<file path="src/rtl/alu_pkg.sv">
// Shared opcodes, flag bit positions and FSM encoding for the multi-cycle ALU.
package alu_pkg;

  localparam logic [3:0] OP_ADD    = 4'h0;
  localparam logic [3:0] OP_SUB    = 4'h1;
  localparam logic [3:0] OP_XOR    = 4'h2;
  localparam logic [3:0] OP_ADDW   = 4'h3;
  localparam logic [3:0] OP_SLL    = 4'h4;
  localparam logic [3:0] OP_SRA    = 4'h5;
  localparam logic [3:0] OP_ROR    = 4'h6;
  localparam logic [3:0] OP_PADDSB = 4'h7;
  localparam logic [3:0] OP_LLB    = 4'h8;
  localparam logic [3:0] OP_LHB    = 4'h9;
  localparam logic [3:0] OP_MUL    = 4'hA;

  // flags bus ordering is {Z,V,N}
  localparam int FLAG_Z = 2;
  localparam int FLAG_V = 1;
  localparam int FLAG_N = 0;

  typedef enum logic {ST_IDLE, ST_MUL} state_t;

  // Which architectural flag bits an opcode commits when its result is consumed.
  function automatic logic [2:0] flag_wr_mask(input logic [3:0] op);
    logic [2:0] m;
    m = '0;
    case (op)
      OP_ADD, OP_SUB: m = 3'b111;
      OP_XOR, OP_SLL, OP_SRA, OP_ROR: m[FLAG_Z] = 1'b1;
      default: m = '0;
    endcase
    return m;
  endfunction

endpackage

</file>
<file path="src/rtl/alu_mul_iter.sv">
// Shift-add unsigned multiplier: one partial product per cycle, WIDTH iterations,
// done pulses for one cycle after the last iteration; clear aborts immediately.
module alu_mul_iter #(
  parameter int WIDTH = 16
) (
  input  logic               clk,
  input  logic               rst_n,
  input  logic               clear,
  input  logic               start,
  input  logic [WIDTH-1:0]   a,
  input  logic [WIDTH-1:0]   b,
  output logic               busy,
  output logic               done,
  output logic [2*WIDTH-1:0] product
);

  localparam int CNT_W = $clog2(WIDTH);

  logic [2*WIDTH-1:0] mcand;
  logic [WIDTH-1:0]   mplier;
  logic [CNT_W-1:0]   cnt;

  always_ff @(posedge clk or negedge rst_n) begin
    if (!rst_n) begin
      mcand   <= '0;
      mplier  <= '0;
      cnt     <= '0;
      busy    <= 1'b0;
      done    <= 1'b0;
      product <= '0;
    end else if (clear) begin
      cnt     <= '0;
      busy    <= 1'b0;
      done    <= 1'b0;
      product <= '0;
    end else begin
      done <= 1'b0;
      if (start) begin
        mcand   <= {{WIDTH{1'b0}}, a};
        mplier  <= b;
        product <= '0;
        cnt     <= CNT_W'(WIDTH - 1);
        busy    <= 1'b1;
      end else if (busy) begin
        // Always run the full count so latency is independent of operand values
        if (mplier[0]) product <= product + mcand;
        mcand  <= mcand << 1;
        mplier <= mplier >> 1;
        if (cnt == '0) begin
          busy <= 1'b0;
          done <= 1'b1;
        end else begin
          cnt <= cnt - 1'b1;
        end
      end
    end
  end

endmodule

</file>
<file path="src/rtl/alu_mc_unit.sv">
// Multi-cycle ALU for EX: single-cycle ops return next cycle, MUL after WIDTH+1 cycles;
// result held until out_ready, architectural {Z,V,N} committed at the output handshake.
module alu_mc_unit
  import alu_pkg::*;
#(
  parameter int WIDTH   = 16,
  parameter int SHAMT_W = $clog2(WIDTH),
  parameter int LANE_W  = 4
) (
  input  logic             clk,
  input  logic             rst_n,
  input  logic             flush,
  input  logic             in_valid,
  output logic             in_ready,
  input  logic [3:0]       opcode,
  input  logic [WIDTH-1:0] a,
  input  logic [WIDTH-1:0] b,
  output logic             out_valid,
  input  logic             out_ready,
  output logic [WIDTH-1:0] result,
  output logic             z_set,
  output logic             v_set,
  output logic             n_set,
  output logic             err,
  output logic [2:0]       flags
);

  localparam logic [WIDTH-1:0] SMAX = {1'b0, {(WIDTH-1){1'b1}}};
  localparam logic [WIDTH-1:0] SMIN = {1'b1, {(WIDTH-1){1'b0}}};
  localparam int               NLANE = WIDTH / LANE_W;

  state_t               state;
  logic [3:0]           out_op;
  logic                 accept, deq, mul_start;
  logic                 mul_busy, mul_done;
  logic [2*WIDTH-1:0]   mul_prod;
  logic [SHAMT_W-1:0]   sh;
  logic [WIDTH-1:0]     sum, diff, padd_res;
  logic                 add_ovf, sub_ovf;
  logic [WIDTH-1:0]     alu_res;
  logic                 alu_v, alu_err;
  logic [2:0]           wr_mask;

  assign in_ready  = (state == ST_IDLE) && !mul_busy && (!out_valid || out_ready);
  assign accept    = in_valid && in_ready;
  assign deq       = out_valid && out_ready;
  assign mul_start = accept && (opcode == OP_MUL) && !flush;
  assign wr_mask   = flag_wr_mask(out_op);

  assign sh      = b[SHAMT_W-1:0];
  assign sum     = a + b;
  assign diff    = a - b;
  assign add_ovf = (a[WIDTH-1] == b[WIDTH-1]) && (sum[WIDTH-1] != a[WIDTH-1]);
  assign sub_ovf = (a[WIDTH-1] != b[WIDTH-1]) && (diff[WIDTH-1] != a[WIDTH-1]);

  // Per-lane saturating adds; carries never cross lane boundaries
  for (genvar i = 0; i < NLANE; i++) begin : g_lane
    logic [LANE_W-1:0] la, lb, ls;
    logic              lovf;
    assign la   = a[i*LANE_W +: LANE_W];
    assign lb   = b[i*LANE_W +: LANE_W];
    assign ls   = la + lb;
    assign lovf = (la[LANE_W-1] == lb[LANE_W-1]) && (ls[LANE_W-1] != la[LANE_W-1]);
    assign padd_res[i*LANE_W +: LANE_W] =
      !lovf ? ls : (la[LANE_W-1] ? {1'b1, {(LANE_W-1){1'b0}}} : {1'b0, {(LANE_W-1){1'b1}}});
  end

  always_comb begin
    alu_res = '0;
    alu_v   = 1'b0;
    alu_err = 1'b0;
    case (opcode)
      OP_ADD: begin
        alu_res = add_ovf ? (a[WIDTH-1] ? SMIN : SMAX) : sum;
        alu_v   = add_ovf;
      end
      OP_SUB: begin
        alu_res = sub_ovf ? (a[WIDTH-1] ? SMIN : SMAX) : diff;
        alu_v   = sub_ovf;
      end
      OP_XOR:    alu_res = a ^ b;
      OP_ADDW:   alu_res = sum;
      OP_SLL:    alu_res = a << sh;
      OP_SRA:    alu_res = $signed(a) >>> sh;
      OP_ROR:    alu_res = (a >> sh) | (a << (WIDTH - int'(sh)));
      OP_PADDSB: alu_res = padd_res;
      OP_LLB:    alu_res = {a[WIDTH-1:WIDTH/2], b[WIDTH/2-1:0]};
      OP_LHB:    alu_res = {b[WIDTH/2-1:0], a[WIDTH/2-1:0]};
      default:   alu_err = 1'b1;
    endcase
  end

  alu_mul_iter #(.WIDTH(WIDTH)) u_mul (
    .clk     (clk),
    .rst_n   (rst_n),
    .clear   (flush),
    .start   (mul_start),
    .a       (a),
    .b       (b),
    .busy    (mul_busy),
    .done    (mul_done),
    .product (mul_prod)
  );

  always_ff @(posedge clk or negedge rst_n) begin
    if (!rst_n) begin
      state     <= ST_IDLE;
      out_valid <= 1'b0;
      out_op    <= OP_ADD;
      result    <= '0;
      z_set     <= 1'b0;
      v_set     <= 1'b0;
      n_set     <= 1'b0;
      err       <= 1'b0;
      flags     <= 3'b000;
    end else if (flush) begin
      out_valid <= 1'b0;
      state     <= ST_IDLE;
    end else begin
      if (deq) begin
        out_valid <= 1'b0;
        if (!err) flags <= (flags & ~wr_mask) | ({z_set, v_set, n_set} & wr_mask);
      end
      case (state)
        ST_IDLE: begin
          if (accept) begin
            if (opcode == OP_MUL) begin
              state <= ST_MUL;
            end else begin
              out_valid <= 1'b1;
              out_op    <= opcode;
              result    <= alu_res;
              err       <= alu_err;
              v_set     <= alu_v;
              z_set     <= !alu_err && (alu_res == '0);
              n_set     <= alu_res[WIDTH-1];
            end
          end
        end
        ST_MUL: begin
          if (mul_done) begin
            state     <= ST_IDLE;
            out_valid <= 1'b1;
            out_op    <= OP_MUL;
            result    <= mul_prod[WIDTH-1:0];
            err       <= 1'b0;
            v_set     <= |mul_prod[2*WIDTH-1:WIDTH];
            z_set     <= (mul_prod[WIDTH-1:0] == '0);
            n_set     <= mul_prod[WIDTH-1];
          end
        end
        default: state <= ST_IDLE;
      endcase
    end
  end

endmodule

</file>
<file path="config.mk">
export PLATFORM = sky130hd
export DESIGN_NAME = alu_mc_unit
export DESIGN_NICKNAME = d
export VERILOG_FILES = /design/src/rtl/alu_pkg.sv /design/src/rtl/alu_mul_iter.sv /design/src/rtl/alu_mc_unit.sv
export SDC_FILE = /design/constraint.sdc
export NUM_CORES = 1
export LEC_CHECK = 0
export ABC_AREA = 1
export CAP_MARGIN = 20
export CORE_MARGIN = 3
export CORE_UTILIZATION = 35
export DETAILED_ROUTE_END_ITERATION = 12
export PLACE_DENSITY_LB_ADDON = 0.15
export RECOVER_POWER = 50
export SLEW_MARGIN = 10
export SYNTH_ARGS = -nofsm -noshare
export SYNTH_HDL_FRONTEND = slang
export SYNTH_HIERARCHICAL = 1
export SYNTH_SLANG_ARGS = --single-unit
</file>
<file path="constraint.sdc">
create_clock -name clk -period 3.1 [get_ports clk]
set_input_delay 0.465 -clock clk [delete_from_list [all_inputs] [get_ports clk]]
set_output_delay 0.465 -clock clk [all_outputs]
set_load 0.01 [all_outputs]
</file>
==> impl_metrics.json, run 1 <==
{
  "ant_nets": 0,
  "worstHoldPathType": "in -> reg",
  "grt_max_degree": 62,
  "max_slew_margin_pct": -14.4,
  "htree_levels": 4,
  "peakVddDrop_mv": 0.406,
  "drc": 0,
  "maxCapViolations": 1,
  "tns_ns": -0.556,
  "cts.reportedPaths.clkPinSlew_ns": 0.06,
  "drt-vias-per-instance": 5.23,
  "io_buffers": 65,
  "drive_above_1_share_pct": 22.4,
  "mappedNetlistNets": 2328,
  "hpwl_um": 48300,
  "cp_slowest_cell": "fa_1",
  "grt_pass1_wl_um": 90900,
  "gp_congestion": 1.04,
  "yosysWarnings": 6,
  "violations": "capacitance limit, slew limit, setup timing",
  "start_util_pct": 35.6,
  "cts_sinks": 114,
  "synthTopCellsByArea": "nand2_1, dfrtp_1, nand3_1",
  "syn-cell-area_um2": 12700,
  "synth_common_cells": "nand2_1, inv_1, nand3_1",
  "end_kind": "flip-flop",
  "fill_cells": 3766,
  "root_buffer": "clkbuf_16",
  "crit_top_cell": "nand2_4",
  "status": "complete, but fails checks",
  "leakagePower_nw": 9.81,
  "critPathRequiredTime_ns": 3.46,
  "yosysSeqAreaShare_pct": 22.5,
  "arrival_ns": 3.64,
  "placed_cells": 2971,
  "crit_buf_inv": 5,
  "first_pass_iters": 6,
  "drv_slew": 27,
  "finalSetupViolCount": 8,
  "yosysMostFrequentCell": "nand2_1",
  "fp.dieW_um": 196,
  "worstPathMaxFanout": 8,
  "coreArea_um2": 35700,
  "finalCriticalPeriod_ns": 3.28,
  "path_class": "in -> reg",
  "syn_inst": 2216,
  "drtIter0Drc": 1344,
  "synth_cell_type_count": 48,
  "period_share_pct": 106,
  "numCtsBuffers": 17,
  "worstMarginPinSlew_ns": 1.72,
  "fmax_mhz": 305,
  "utilization_pct": 49.8,
  "synth_top_area_share_pct": 24.3,
  "die-area_um2": 38600,
  "io-pin-count": 66,
  "cpLargestDelayFamily": "simple AND/OR/NAND/NOR gates",
  "async_flop_share_pct": 100,
  "fin_ws_ns": -0.175,
  "dp_slack_ns": -1.35,
  "synth_area_leader_cell": "nand2_1",
  "die_h_um": 196,
  "cts_tree": "built",
  "synth_edf_count": 0,
  "ys_seq_elements": 114,
  "grt_pass1_vias": 15400,
  "finalNetCount": 2714,
  "clock_path_buffers": 2,
  "num_vias": 16100,
  "power_density_nw_per_um2": 396,
  "finalHoldViolations": 0,
  "grt_antenna_before_repair": 2,
  "postSynthAreaPerCell_um2": 5.73,
  "clock_skew_ns": 0.00819,
  "gr-total-overflow": 0,
  "wl_um": 60100,
  "grt_usage_pct": 30.8,
  "avgRoutedWirePerCell_um": 19.5,
  "start_kind": "input port",
  "ys.flop_type": "dfrtp_1",
  "worstSkewPairLatency_ns": 0.43,
  "grt_setup_unrepaired": "yes",
  "num_rows": 69,
  "area_growth_pct": 39.9,
  "fin_cells": 3077,
  "crit_path_max_incr_delay_ns": 0.57
}
[routing by layer]
metal / wire [um] / GRT usage, % / vias to the layer above
met2: 27700 / 50.6 / 600
met3: 3630 / 4.17 / 114
met4: 2560 / 11.8 / 0
met5: 0 / 0 / -
li1: - / - / 7882
met1: 26300 / 41.3 / 7511
[final cells by class]
cell class	instances	area, um2	share of cell area [%]
timing repair buffer	445	3690	20.8
tap	461	577	3.25
antenna	1	2.50	0.0141
multi-input combinational	1710	8770	49.4
sequential	114	2850	16.1
clock inverter	14	226	1.27
clock buffer	18	429	2.42
inverter	314	1210	6.82
[repair_timing]
item | in CTS | in global routing
buffers inserted | 61 | 21
setup endpoints to repair | 18 | 17
cloned | 0 | 0
hold buffers | 1 | 0
hold endpoints to repair | 24 | 0
pin swaps | 56 | 67
gates resized for setup | 192 | 106
[registers in the layout (all words and copies together), names as in the netlist, named ones only]
signal         count
z_set              1
out_op             4
u_mul/cnt          4
result            16
v_set              1
state              1
err                1
out_valid          1
u_mul/done         1
u_mul/mcand       32
u_mul/busy         1
u_mul/mplier      16
u_mul/product     32
[kinds of logic (layout without fill, tap and decap cells)]
family,after synthesis,in the layout,synth area share (%)
AND/OR/NAND/NOR,1335,1335,43.6
other,0,1,0
buffers and inverters,392,791,12.4
XOR/XNOR,7,7,0.542
adder cells (fa/ha/maj),71,71,7.41
AO/OA/AOI/OAI,297,297,13.5
flip-flops,114,114,22.5
[worst min-delay path, stage by stage]
cell and delay (ns):
buf_6 0.08, buf_4 0.11, o211ai_1 0.07, o21ai_0 0.07
[final timing paths]
check	start	cells after the start	endpoint	slack (ns)
worst max register to register	u_mul/busy	12	u_mul/product[13]	0.60
worst min register to register	result[9]	2	result[9]	0.50
worst min-delay path	b[7]	4	u_mul/mplier[7]	0.40
max in group asynchronous	rst_n	3	u_mul/mcand[7]	0.33
worst max-delay path	b[4]	28	z_set	-0.18
min in group asynchronous	rst_n	2	u_mul/product[29]	1.01
[cell usage in the layout (no fill, tap or decap), types with 11 or more instances in the layout]
master and n:
o211ai_1 35, nand2_1 791, dfrtp_1 114, clkbuf_16 17
a21oi_1 86, nor2_2 12, nand2_2 30, o21ai_1 18
nor2_1 157, nand3_1 259, clkdlybuf4s50_1 36, inv_2 29
nand4_1 20, o22ai_1 26, ha_1 51, buf_6 31
buf_4 353, inv_1 272, ha_4 13, nor3_1 11
buf_12 11, o21ai_0 87, a21oi_2 12
[report_power, final]
| group | internal (W) | switching [W] |
|---|---|---|
| clock network | 0.00144 | 0.000785 |
| registers | 0.00170 | 0.000149 |
| logic | 0.00126 | 0.00172 |
[stage by stage]
step           total power, W  instance area [um2]  hold slack [ns]
3_5_place_dp          0.00452                16000            0.430
6_report              0.00704                17800            0.395
3_3_place_gp          0.00451                16000            0.434
5_1_grt               0.00744                17800            0.410
4_1_cts               0.00692                17300            0.387
2_1_floorplan         0.00325                12800            0.169
Note: power is estimated with default switching activity, not from simulation.
==> run 2: changes to the inputs <==
- CTS_BUF_LIST: not set -> sky130_fd_sc_hd__clkbuf_8
==> run 2 against run 1 <==
  * The flow still finishes with violations (capacitance limit, slew limit, setup timing)
  * Critical endpoint unchanged
  * Core utilization down 0.51 points
  * Combinational power about the same
  * Sequential share of layout area up 0.17 points
  * Register-to-register slack worse by 0.02 ns
  * Total power down 7.7%
  * Global-route usage about the same
  * Cell count about the same
==> impl_metrics.json, run 2 (synthesis gave the netlist of run 1 again) <==
{
  "grt_max_degree": 62,
  "ant_nets": 0,
  "gp_congestion": 1.04,
  "cts_sinks": 114,
  "holdPathStages": 4,
  "worstMarginPinSlew_ns": 1.76,
  "cpLargestDelayFamily": "buffers and inverters",
  "worstHoldPathType": "in -> reg",
  "drv_slew": 27,
  "whs_ns": 0.349,
  "largest_registers": "u_mul/mcand: 32 flops, u_mul/product: 32 flops",
  "path_class": "in -> reg",
  "num_rows": 69,
  "start_kind": "input port",
  "peakVddDrop_mv": 0.287,
  "drtIter0Drc": 1436,
  "grt_pass1_wl_um": 90700,
  "die_h_um": 196,
  "reg2reg_depth": 12,
  "power_density_nw_per_um2": 370,
  "start_util_pct": 35.6,
  "die-area_um2": 38600,
  "htree_levels": 4,
  "crit_path_max_incr_delay_ns": 0.20,
  "cts.reportedPaths.clkPinSlew_ns": 0.08,
  "grt_antenna_before_repair": 2,
  "crit_top_cell": "buf_4",
  "crit_buf_inv": 16,
  "cts_tree": "built",
  "r2r-start": "u_mul/busy",
  "finalCriticalPeriod_ns": 3.26,
  "cp_slowest_cell": "ha_4",
  "p_clk_share_pct": 26.0,
  "end_kind": "flip-flop",
  "final_cell_mix": "nand2_1, buf_4, inv_1",
  "io_buffers": 65,
  "max_slew_margin_pct": -17.5,
  "p_comb_share_pct": 45.7,
  "clock_path_buffers": 2,
  "period_share_pct": 105,
  "hpwl_um": 48300,
  "finalNetCount": 2713,
  "coreArea_um2": 35700,
  "worstSkewPairLatency_ns": 0.48,
  "clock_skew_ns": 0.0112,
  "rrSetupSlack_ns": 0.58,
  "num_vias": 16200,
  "drt-vias-per-instance": 5.25,
  "avgRoutedWirePerCell_um": 19.6,
  "fin_ws_ns": -0.160,
  "finalHoldViolations": 0,
  "gr-total-overflow": 0,
  "p_int_w": 0.00391,
  "p_sw_w": 0.00259,
  "grt_setup_unrepaired": "yes",
  "fmax_mhz": 307,
  "holdPathEnd": "u_mul/mplier[7]",
  "finalSetupViolCount": 5,
  "min_from": "b[7]",
  "status": "complete, but fails checks",
  "numCtsBuffers": 17,
  "grt_pass1_vias": 15300,
  "leakagePower_nw": 9.72,
  "area_growth_pct": 38.5,
  "seqPwrFrac_pct": 28.3,
  "r2r_end": "u_mul/product[13]",
  "final_common_cell": "nand2_1",
  "fp.dieW_um": 196,
  "worstPathMaxFanout": 2,
  "arrival_ns": 3.67,
  "root_buffer": "clkbuf_8",
  "utilization_pct": 49.3,
  "io-pin-count": 66,
  "dp_slack_ns": -1.35,
  "first_pass_iters": 8,
  "grt_usage_pct": 30.8,
  "drive_above_1_share_pct": 22.1,
  "sw_frac_of_total_pct": 39.9,
  "violations": "capacitance limit, slew limit, setup timing",
  "drc": 0,
  "critPathRequiredTime_ns": 3.51,
  "wl_um": 60300,
  "maxCapViolations": 1
}
run 2: cell types whose count changed in the layout (fill, tap and decap cells not counted), sizes merged:
cell / change
buf: -1
clkbuf: -1
clkdlybuf4s50: -1
dlygate4sd3: +1
inv: +1
run 2: worst max path at each step:
stage	from	endpoint	cells past startpoint
after CTS	a[10]	z_set	24
final	b[7]	z_set	30
after detailed placement	a[8]	z_set	26
after global placement	a[8]	z_set	24
after floorplan	b[2]	z_set	30
after global routing	b[4]	z_set	28
run 2: worst min-delay path, cell delays in order:
cell      delay, ns
buf_6          0.08
buf_4          0.11
o211ai_1       0.07
o21ai_0        0.07
run 2: repair_timing:
item | in CTS | in global routing
hold buffers | 1 | 0
buffers inserted | 61 | 16
endpoints found under the setup margin | 18 | 17
hold endpoints to repair | 24 | 0
pin swaps | 56 | 64
resized for setup | 190 | 108
run 2: final cells by class:
| cell class | instances | area, um2 |
|---|---|---|
| Clock inverter | 15 | 230 |
| Timing Repair Buffer | 444 | 3690 |
| Antenna cell | 1 | 2.50 |
| Multi-Input combinational cell | 1710 | 8780 |
| Sequential cell | 114 | 2850 |
| Fill cell | 3784 | 18100 |
| Inverter | 314 | 1220 |
| Clock buffer | 17 | 234 |
| Tap cell | 461 | 577 |
run 2: routing by layer:
metal | vias up | global-route usage, % | part of all wire [%]
li1 | 7871 | - | -
met1 | 7545 | 41.3 | 43
met2 | 608 | 50.4 | 46
met3 | 138 | 4.29 | 6.3
met4 | 2 | 11.9 | 4.7
met5 | - | 0 | 0.022
run 2: metrics by stage:
| step | power [W] | std cells | cell area (um2) | setup TNS (ns) |
|---|---|---|---|---|
| 2_1_floorplan | 0.00325 | 2216 | 12800 | -6.19 |
| 3_3_place_gp | 0.00451 | 2971 | 16000 | -19.37 |
| 3_5_place_dp | 0.00452 | 2971 | 16000 | -19.83 |
| 4_1_cts | 0.00638 | 3065 | 17100 | -0.0108 |
| 5_1_grt | 0.00690 | 3076 | 17600 | -7.39 |
| 6_report | 0.00650 | 3076 | 17600 | -0.325 |
run 2: power groups by stage:
stage | Combinational [W] | Sequential [W] | Clock [W]
3_5_place_dp | 0.00266 | 0.00187 | 0
4_1_cts | 0.00282 | 0.00184 | 0.00172
3_3_place_gp | 0.00265 | 0.00186 | 0
2_1_floorplan | 0.00141 | 0.00184 | 0
6_report | 0.00297 | 0.00184 | 0.00169
5_1_grt | 0.00326 | 0.00186 | 0.00178
==> run 3: changes to the inputs <==
- CAP_MARGIN: 20 -> not set
==> results of run 3 <==
The final DEF is identical to that of run 2; final timing and power are the same.
